[config.mk]
export PLATFORM = sky130hd
export DESIGN_NAME = svm_det_collect
export DESIGN_NICKNAME = d
export VERILOG_FILES = /design/src/rtl/hog_svm_pkg.sv /design/src/rtl/det_fifo.sv /design/src/rtl/svm_det_collect.sv
export SDC_FILE = /design/constraint.sdc
export NUM_CORES = 1
export LEC_CHECK = 0
export CORE_UTILIZATION = 50
export DETAILED_ROUTE_END_ITERATION = 10
export PLACE_DENSITY = 0.7
export SETUP_SLACK_MARGIN = 0.4
export SLEW_MARGIN = 20
export SYNTH_ARGS = -nofsm -noshare
export SYNTH_HDL_FRONTEND = slang
export SYNTH_SLANG_ARGS = --single-unit
[constraint.sdc]
create_clock -name clk -period 5.75 [get_ports clk]
set_input_delay 1.725 -clock clk [delete_from_list [all_inputs] [get_ports clk]]
set_output_delay 1.725 -clock clk [all_outputs]
set_load 0.005 [all_outputs]
[src/rtl/hog_svm_pkg.sv]
// Constants and types shared by the HOG/SVM window controller and detection collector.
package hog_svm_pkg;

    // Slide-window grid: 29 rows x 39 columns, indices 0..1130.
    localparam int unsigned SW_W      = 11;
    localparam int unsigned SC_W      = 16;
    localparam int unsigned COL_N     = 39;
    localparam int unsigned ROW_N     = 29;
    localparam int unsigned MAX_SW    = 1130;
    localparam int unsigned ROW_W     = 5;
    localparam int unsigned COL_W     = 6;
    localparam int unsigned FIFO_AW   = 4;

    // floor(id/39) == (id*1681)>>16 holds exactly for every id up to MAX_SW.
    localparam int unsigned DIV39_MUL = 1681;
    localparam int unsigned DIV39_SH  = 16;
    localparam int unsigned PROD_W    = 22;

    typedef struct packed {
        logic [ROW_W-1:0]        row;
        logic [COL_W-1:0]        col;
        logic signed [SC_W-1:0]  score;
    } det_hit_t;

    typedef enum logic {
        ACC_ARMED = 1'b0,
        ACC_RUN   = 1'b1
    } acc_state_e;

    function automatic logic [ROW_W-1:0] div39(input logic [SW_W-1:0] id);
        logic [PROD_W-1:0] prod;
        prod = PROD_W'(id) * PROD_W'(DIV39_MUL);
        return ROW_W'(prod >> DIV39_SH);
    endfunction

endpackage

[src/rtl/det_fifo.sv]
// Synchronous first-word-fall-through FIFO; a push into a full FIFO succeeds when a pop happens that cycle.
module det_fifo #(
    parameter int unsigned W  = 27,
    parameter int unsigned AW = 4
) (
    input  logic         clk,
    input  logic         rst,
    input  logic         push_i,
    input  logic [W-1:0] din_i,
    input  logic         pop_i,
    output logic [W-1:0] dout_o,
    output logic         empty_o,
    output logic         full_o
);

    localparam int unsigned DEPTH = 1 << AW;

    logic [W-1:0]  mem_q [DEPTH];
    logic [AW-1:0] wr_q, rd_q;
    logic [AW:0]   cnt_q, cnt_d;
    logic          empty_q, full_q;
    logic          do_push, do_pop;

    assign do_pop  = pop_i && !empty_q;
    assign do_push = push_i && (!full_q || do_pop);

    always_comb begin
        cnt_d = cnt_q;
        case ({do_push, do_pop})
            2'b10:   cnt_d = cnt_q + (AW+1)'(1);
            2'b01:   cnt_d = cnt_q - (AW+1)'(1);
            default: cnt_d = cnt_q;
        endcase
    end

    always_ff @(posedge clk) begin
        if (!rst) begin
            wr_q    <= '0;
            rd_q    <= '0;
            cnt_q   <= '0;
            empty_q <= 1'b1;
            full_q  <= 1'b0;
        end else begin
            if (do_push) wr_q <= wr_q + AW'(1);
            if (do_pop)  rd_q <= rd_q + AW'(1);
            cnt_q   <= cnt_d;
            empty_q <= (cnt_d == '0);
            full_q  <= (cnt_d == (AW+1)'(DEPTH));
        end
    end

    // Storage is not reset; the head is masked to zero while empty.
    always_ff @(posedge clk) begin
        if (rst && do_push) mem_q[wr_q] <= din_i;
    end

    assign dout_o  = empty_q ? '0 : mem_q[rd_q];
    assign empty_o = empty_q;
    assign full_o  = full_q;

endmodule

[src/rtl/svm_det_collect.sv]
// Detection collector: maps SVM window scores to (row, col), queues threshold hits and
// reports per-frame hit count, overflow and best-scoring window.
module svm_det_collect
    import hog_svm_pkg::*;
(
    input  logic             clk,
    input  logic             rst,
    input  logic             i_valid,
    input  logic [SW_W-1:0]  i_sw_id,
    input  logic [SC_W-1:0]  i_score,
    input  logic [SC_W-1:0]  i_thr,
    output logic             o_valid,
    input  logic             i_ready,
    output logic [ROW_W-1:0] o_row,
    output logic [COL_W-1:0] o_col,
    output logic [SC_W-1:0]  o_score,
    output logic             frame_done,
    output logic [SW_W-1:0]  frame_hits,
    output logic             frame_ovf,
    output logic [ROW_W-1:0] best_row,
    output logic [COL_W-1:0] best_col,
    output logic [SC_W-1:0]  best_score,
    output logic             best_hit
);

    // Pipeline stage registers
    logic             v0_q;
    logic [SW_W-1:0]  id0_q;
    logic [SC_W-1:0]  sc0_q, thr0_q;

    logic             v1_q;
    logic [SW_W-1:0]  id1_q;
    logic [ROW_W-1:0] row1_q, row1_d;
    logic [SC_W-1:0]  sc1_q, thr1_q;

    logic             v2_q;
    logic [SW_W-1:0]  id2_q;
    det_hit_t         win2_q;
    logic             hit2_q, hit2_d;
    logic [COL_W-1:0] col2_d;

    // Accumulators and held frame summary
    acc_state_e       state_q, state_d;
    logic [SW_W-1:0]  acc_hits_q, acc_hits_d;
    logic             acc_ovf_q, acc_ovf_d;
    det_hit_t         acc_best_q, acc_best_d;
    logic             acc_bhit_q, acc_bhit_d;

    logic             done_q, done_d;
    logic [SW_W-1:0]  sum_hits_q, sum_hits_d;
    logic             sum_ovf_q, sum_ovf_d;
    det_hit_t         sum_best_q, sum_best_d;
    logic             sum_bhit_q, sum_bhit_d;

    // FIFO interface
    det_hit_t         head;
    logic             fifo_empty, fifo_full;
    logic             pop_c, push_c, drop_c;

    always_comb begin
        row1_d = div39(id0_q);
        col2_d = COL_W'(id1_q - SW_W'(row1_q) * SW_W'(COL_N));
        hit2_d = ($signed(sc1_q) >= $signed(thr1_q));
    end

    always_ff @(posedge clk) begin
        if (!rst) begin
            v0_q   <= 1'b0;
            id0_q  <= '0;
            sc0_q  <= '0;
            thr0_q <= '0;
            v1_q   <= 1'b0;
            id1_q  <= '0;
            row1_q <= '0;
            sc1_q  <= '0;
            thr1_q <= '0;
            v2_q   <= 1'b0;
            id2_q  <= '0;
            win2_q <= '0;
            hit2_q <= 1'b0;
        end else begin
            v0_q   <= i_valid;
            id0_q  <= i_sw_id;
            sc0_q  <= i_score;
            thr0_q <= i_thr;

            v1_q   <= v0_q;
            id1_q  <= id0_q;
            row1_q <= row1_d;
            sc1_q  <= sc0_q;
            thr1_q <= thr0_q;

            v2_q       <= v1_q;
            id2_q      <= id1_q;
            win2_q.row <= row1_q;
            win2_q.col <= col2_d;
            win2_q.score <= sc1_q;
            hit2_q     <= hit2_d;
        end
    end

    assign pop_c  = !fifo_empty && i_ready;
    assign push_c = v2_q && hit2_q;
    assign drop_c = push_c && fifo_full && !pop_c;

    det_fifo #(
        .W  ($bits(det_hit_t)),
        .AW (FIFO_AW)
    ) u_fifo (
        .clk     (clk),
        .rst     (rst),
        .push_i  (push_c),
        .din_i   (win2_q),
        .pop_i   (i_ready),
        .dout_o  (head),
        .empty_o (fifo_empty),
        .full_o  (fifo_full)
    );

    // Accumulator FSM: a window ending the frame latches the summary and re-arms
    // so the very next S2 window starts the new frame from cleared state.
    always_comb begin
        state_d    = state_q;
        acc_hits_d = acc_hits_q;
        acc_ovf_d  = acc_ovf_q;
        acc_best_d = acc_best_q;
        acc_bhit_d = acc_bhit_q;
        done_d     = 1'b0;
        sum_hits_d = sum_hits_q;
        sum_ovf_d  = sum_ovf_q;
        sum_best_d = sum_best_q;
        sum_bhit_d = sum_bhit_q;

        if (v2_q) begin
            state_d = ACC_RUN;
            if (hit2_q && (acc_hits_q != '1)) acc_hits_d = acc_hits_q + SW_W'(1);
            if (drop_c) acc_ovf_d = 1'b1;
            if ((state_q == ACC_ARMED) || ($signed(win2_q.score) > $signed(acc_best_q.score))) begin
                acc_best_d = win2_q;
                acc_bhit_d = hit2_q;
            end

            if (id2_q == SW_W'(MAX_SW)) begin
                done_d     = 1'b1;
                sum_hits_d = acc_hits_d;
                sum_ovf_d  = acc_ovf_d;
                sum_best_d = acc_best_d;
                sum_bhit_d = acc_bhit_d;
                state_d    = ACC_ARMED;
                acc_hits_d = '0;
                acc_ovf_d  = 1'b0;
                acc_best_d = '0;
                acc_bhit_d = 1'b0;
            end
        end
    end

    always_ff @(posedge clk) begin
        if (!rst) begin
            state_q    <= ACC_ARMED;
            acc_hits_q <= '0;
            acc_ovf_q  <= 1'b0;
            acc_best_q <= '0;
            acc_bhit_q <= 1'b0;
            done_q     <= 1'b0;
            sum_hits_q <= '0;
            sum_ovf_q  <= 1'b0;
            sum_best_q <= '0;
            sum_bhit_q <= 1'b0;
        end else begin
            state_q    <= state_d;
            acc_hits_q <= acc_hits_d;
            acc_ovf_q  <= acc_ovf_d;
            acc_best_q <= acc_best_d;
            acc_bhit_q <= acc_bhit_d;
            done_q     <= done_d;
            sum_hits_q <= sum_hits_d;
            sum_ovf_q  <= sum_ovf_d;
            sum_best_q <= sum_best_d;
            sum_bhit_q <= sum_bhit_d;
        end
    end

    assign o_valid    = !fifo_empty;
    assign o_row      = head.row;
    assign o_col      = head.col;
    assign o_score    = head.score;
    assign frame_done = done_q;
    assign frame_hits = sum_hits_q;
    assign frame_ovf  = sum_ovf_q;
    assign best_row   = sum_best_q.row;
    assign best_col   = sum_best_q.col;
    assign best_score = sum_best_q.score;
    assign best_hit   = sum_bhit_q;

endmodule

==> results of run 1 <==
## through the flow
step	hold slack, ps	setup slack [ps]	area, um^2	power (uW)
after floorplan	412	901	26900	6500
after global placement	417	1200	29000	6970
after detailed placement	419	1170	29000	7020
after CTS	429	516	31200	11300
after global routing	433	436	31200	11600
final	428	607	31200	11200
## power breakdown
group	internal, uW	switching [uW]	total, uW
registers	5240	198	5440
logic	767	690	1460
clock network	2530	1760	4290
## cell families after synthesis
kind of cell	Yosys count	share of synthesized area, %
flip-flops	666	65.6
adder cells (fa/ha/maj)	136	6.93
multiplexers	165	12.4
buffers and inverters	189	2.84
AND/OR/NAND/NOR	355	6.72
AO/OA/AOI/OAI	186	4.31
XOR/XNOR	36	1.17
## worst max-delay path, stage by stage, from the launching register on
cell,delay [ps]
dfxtp_4,640
buf_12,390
mux4_2,560
mux4_2,510
and2_1,200
clkdlybuf4s50_1,450
## routing by layer
metal  part of all wire (%)  up-vias  wire length [um]  GRT usage, %
met5                      0        -                 0             0
met2                     49      465             28100          35.9
met3                    6.6      100              3810          4.21
met4                    3.0        0              1710          7.41
li1                       -     6714                 -             -
met1                     42     7368             24000          29.2
## final cells by class
cell class	count	area share (%)
Timing Repair Buffer	144	4.82
Tap cell	688	2.76
Clock buffer	98	6.08
Antenna cell	1	0.00803
Sequential cell	666	56.7
Multi-Input combinational cell	878	27.5
Inverter	109	1.31
Clock inverter	24	0.879
## worst paths after layout
path	startpoint	endpoint	slack [ps]	cells after the start
worst max-delay path	register	o_score[6]	610	5
worst min-delay path	sc0_q[0]$_SDFF_PN0_	sc1_q[0]$_SDFF_PN0_	430	1
worst max register to register	id0_q[5]$_SDFF_PN0_	row1_q[4]$_SDFF_PN0_	1530	15
worst min register to register	sc0_q[0]$_SDFF_PN0_	sc1_q[0]$_SDFF_PN0_	430	1
## sequential cells by signal, indices dropped and copies added, names as in the netlist, 4 cells and up, named ones only
signal and count:
u_fifo.mem_q 432, acc_best_q 27, win2_q 27, best_score 16
sc0_q 16, sc1_q 16, thr0_q 16, thr1_q 16
acc_hits_q 11, frame_hits 11, id0_q 11, id1_q 11
id2_q 11, best_col 6, best_row 5, row1_q 5
u_fifo.cnt_q 5, u_fifo.rd_q 4, u_fifo.wr_q 4
## Yosys cell counts (2+ instances only)
library cell  instances  area, um^2
nor3_1               12        60.1
a311oi_1              2        17.5
a211oi_1             13        97.6
nand2b_1              3        18.8
o32ai_1              16         140
o22ai_1              10        62.6
o21bai_1              2        15.0
nand4_1              10        62.6
xor2_1               12         105
nor4_1                2        12.5
fa_1                 22         440
o211ai_1              2        15.0
dfxtp_1             234        4680
o21ai_0              49         245
clkbuf_1             54         203
nand2_1              74         278
ha_1                114        1430
buf_1                 8        30.0
mux4_2              135        3040
buf_6                 4        45.0
a22oi_1               3        22.5
a21o_1               10        75.1
nand3_1              17        85.1
nor2_1               88         330
buf_2                11        55.1
a2111oi_0             2        17.5
mux2_4                2        30.0
xnor2_1              24         210
mux2i_1              28         280
a21oi_1              62         310
and2_1              135         845
o21ai_2               2        17.5
a41oi_1               2        17.5
buf_4                 3        22.5
inv_1               109         409
nor2b_1               4        25.0
edfxtp_1            432       13000
and3_1                2        12.5
a31oi_1               2        12.5
==> impl_metrics.csv, run 1 <==
group,metric,value,unit
die,start_util,50.9,%
final_layout,multiInputGateArea,0.00856,mm^2
clock_tree,cts_resized,0,
worst_setup_path,required,4030,ps
yosys,synth_flop_cell,"edfxtp_1",
hold_path,min_path_type,"register to register",
yosys,seq_area_frac_synth,65.6,%
placed_design,io_buffers,115,
timing,setup_viol,0,
die,io_pins,116,
final_layout,ff_latch_area,0.0177,mm^2
timing,rsz0062_at_grt,"no",
clock_tree,clock-root-buffer,"clkbuf_16",
timing,drv_slew,0,
clock_tree,cts_tree,"yes",
run,maxCapViolations,0,
die,fp.coreArea,0.0529,mm^2
die,dieArea,0.0548,mm^2
power_and_ir_drop,power_density,359,mW/mm^2
drt,drtPass1Iterations,8,
die,fp.dieH,234,um
placed_design,gp_congestion,0.826,
global_route,grt_max_degree,100,
placed_design,dp_cells,2485,
clock_tree,numCtsBuffers,67,
worst_setup_path,worst_setup_path_end_kind,"primary output",
timing,hold_violations,0,
drt,route.detailed.drc,3,
yosys,synth_cells,1733,
worst_setup_path,critPathKind,"register to primary output",
worst_setup_path,cp_data_arrival_time,3420,ps
yosys,ys_warn_count,0,
power_and_ir_drop,leakage,0.0109,uW
clock_tree,post_cts_buffers,0,
clock_tree,cts.sinks,666,
final_layout,area_growth,15.8,%
drt,via_per_inst,5.62,
placed_design,hpwl,34.4,mm
clock_tree,ctsHoldBuffers,0,
timing,skew,32.1,ps
timing,tightestPinTransition,928,ps
drt,ant_nets,0,
yosys,synth_nets,1916,
drt,post_drt_wl_per_cell,22.1,um
final_layout,final_core_util,59.0,%
yosys,netlist_area,0.0269,mm^2
clock_tree,cts-htree-levels,3,
drt,finalWirelength,57.6,mm
yosys,synth_edf_count,432,
yosys,syn_avg_cell_area,15.5,um^2
die,rows,84,
drt,drtIter0Drc,1233,
timing,min_period,5140,ps
clock_tree,clock_latency,600,ps
final_layout,final_common_cell,"edfxtp_1",
final_layout,fin_nets,2049,
worst_setup_path,path_max_fanout,48,
worst_setup_path,critPathLaunchType,"register",
final_layout,fillers,3947,
final_layout,fin_cells,2608,
timing,fin_crit_sh,89.4,%
global_route,overflow,0,
timing,finalSetupTns,0,ps
yosys,ys_seq_elements,666,
clock_tree,clk_pin_slew,60,ps
yosys,synth-async-reset-ratio,0,%
status,status,"finished with violations",
global_route,antenna_found_initial,2,
global_route,grt_pass1_vias,15000,
die,die_x,234,um
power_and_ir_drop,ir_worst_vdd,229,uV
final_layout,layout_common_cells,"edfxtp_1 (432), dfxtp_1 (231), mux4_2 (135), and2_1 (135)",
global_route,grt_pass1_wl,88.0,mm
final_layout,drive_above_1_share,14.9,%
timing,max_freq,194,MHz
global_route,grt_usage,21.8,%
yosys,synth_cell_type_count,56,
status,violations,"DRC",
clock_tree,clock_path_buffers,3,
drt,vias,14600,
timing,slew_headroom,38.1,%
Note: power is estimated with default switching activity, not from simulation.
==> run 2, diff against run 1 <==
- MAX_ROUTING_LAYER: unset -> met4
==> impl_metrics.csv, run 2 (synthesis gave the netlist of run 1 again) <==
group,metric,value,unit
status,status,"finished with violations",
status,violations,"DRC",
global_route,antenna_found_initial,2,
drt,route.detailed.drc,3,
drt,drtPass1Iterations,8,
hold_path,min_path_type,"register to register",
final_layout,layout_common_cells,"edfxtp_1 (432), dfxtp_1 (231), mux4_2 (135), and2_1 (135)",
run,maxCapViolations,0,
drt,vias,14600,
placed_design,hpwl,34.4,mm
timing,skew,30.7,ps
clock_tree,cts_resized,0,
power_and_ir_drop,leakage,0.0109,uW
worst_setup_path,rr_startpoint,"id0_q[5]$_SDFF_PN0_",
clock_tree,post_cts_buffers,0,
hold_path,min_from,"thr0_q[3]$_SDFF_PN0_",
global_route,grt_pass1_wl,88.0,mm
worst_setup_path,critPathKind,"register to primary output",
worst_setup_path,slowest_stage,"dfxtp_4",
worst_setup_path,worst_setup_path_end_kind,"primary output",
global_route,grt_usage,22.5,%
final_layout,fin_nets,2049,
worst_setup_path,crit_top_cell,"mux4_2",
worst_setup_path,crit_path_max_incr_delay,640,ps
final_layout,largest_reg_flops,432,
clock_tree,ctsHoldBuffers,0,
clock_tree,cts-htree-levels,3,
worst_setup_path,critPathLaunchType,"register",
worst_setup_path,crit_chain,"buf_12, mux4_2, mux4_2, and2_1, clkdlybuf4s50_1",
die,fp.coreArea,0.0529,mm^2
final_layout,largestRegisters,"u_fifo.mem_q (432), acc_best_q (27), win2_q (27)",
die,fp.dieH,234,um
global_route,grt_pass1_vias,15000,
clock_tree,clock_path_buffers,3,
die,start_util,50.9,%
clock_tree,cts.sinks,666,
final_layout,final_common_cell,"edfxtp_1",
power_and_ir_drop,ir_worst_vdd,229,uV
placed_design,gp_congestion,0.840,
placed_design,dpl_cell_area,0.0290,mm^2
global_route,overflow,0,
drt,finalWirelength,57.8,mm
final_layout,fillers,3947,
worst_setup_path,critPathTopFamily,"multiplexers",
clock_tree,clock_latency,600,ps
die,io_pins,116,
drt,ant_nets,0,
worst_setup_path,path_max_fanout,48,
die,rows,84,
timing,rsz0062_at_grt,"no",
global_route,grt_max_degree,100,
timing,hold_violations,0,
drt,post_drt_wl_per_cell,22.1,um
worst_setup_path,reg2reg_slack,1540,ps
power_and_ir_drop,power_density,359,mW/mm^2
timing,tightestPinTransition,967,ps
timing,max_freq,195,MHz
die,dieArea,0.0548,mm^2
final_layout,fin_area,0.0312,mm^2
die,die_x,234,um
timing,slew_headroom,35.6,%
timing,min_period,5140,ps
clock_tree,numCtsBuffers,67,
timing,drv_slew,0,
worst_setup_path,required,4030,ps
final_layout,area_growth,15.8,%
timing,setup_viol,0,
clock_tree,clock-root-buffer,"clkbuf_16",
clock_tree,cts_tree,"yes",
worst_setup_path,path_buf_inv,2,
drt,drtIter0Drc,1202,
timing,fin_crit_sh,89.3,%
timing,finalSetupTns,0,ps
final_layout,drive_above_1_share,14.9,%
final_layout,top_register,"u_fifo.mem_q",
clock_tree,clk_pin_slew,60,ps
drt,via_per_inst,5.61,
placed_design,io_buffers,115,
worst_setup_path,cp_data_arrival_time,3410,ps
## run 2: cell counts in the layout (fill, tap and decap cells not counted)
No cell type changed its count.
## run 2: final timing paths
path	end	cells past startpoint
max reg2reg	row1_q[4]$_SDFF_PN0_	15
max	o_score[6]	5
min	thr1_q[3]$_SDFF_PN0_	1
min reg2reg	thr1_q[3]$_SDFF_PN0_	1
## run 2: cell type report
cell class              count  area, um^2  area share (%)
repair buffers            144        1500            4.82
diodes                      1        2.50         0.00803
inverters                 109         409            1.31
well taps                 688         861            2.76
clock buffers              98        1900            6.08
flip-flops and latches    666       17700            56.7
multi-input cells         878        8560            27.5
clock inverters            24         274           0.879
## run 2: power by group
| group | switching (uW) | internal [uW] |
|---|---|---|
| sequential | 200 | 5240 |
| combinational | 689 | 767 |
| clock | 1760 | 2530 |
| total | 2650 | 8540 |
## run 2: per-stage QoR
step	hold slack, ps	power, uW	instances	setup WS [ps]	util [%]
floorplan	412	6500	1733	901	-
global placement	417	6970	2485	1200	54.9
detailed placement	419	7020	2485	1170	54.9
CTS	429	11300	2607	516	59.0
global route	433	11600	2608	441	59.0
finish	426	11200	2608	613	59.0
## run 2: routing by layer
| layer | up-vias | global-route usage (%) | wire length [um] |
|---|---|---|---|
| met5 | - | - | 0 |
| met4 | 0 | 7.41 | 1750 |
| met3 | 115 | 4.06 | 3490 |
| met2 | 435 | 35.9 | 28200 |
| met1 | 7376 | 29.2 | 24300 |
| li1 | 6707 | - | - |
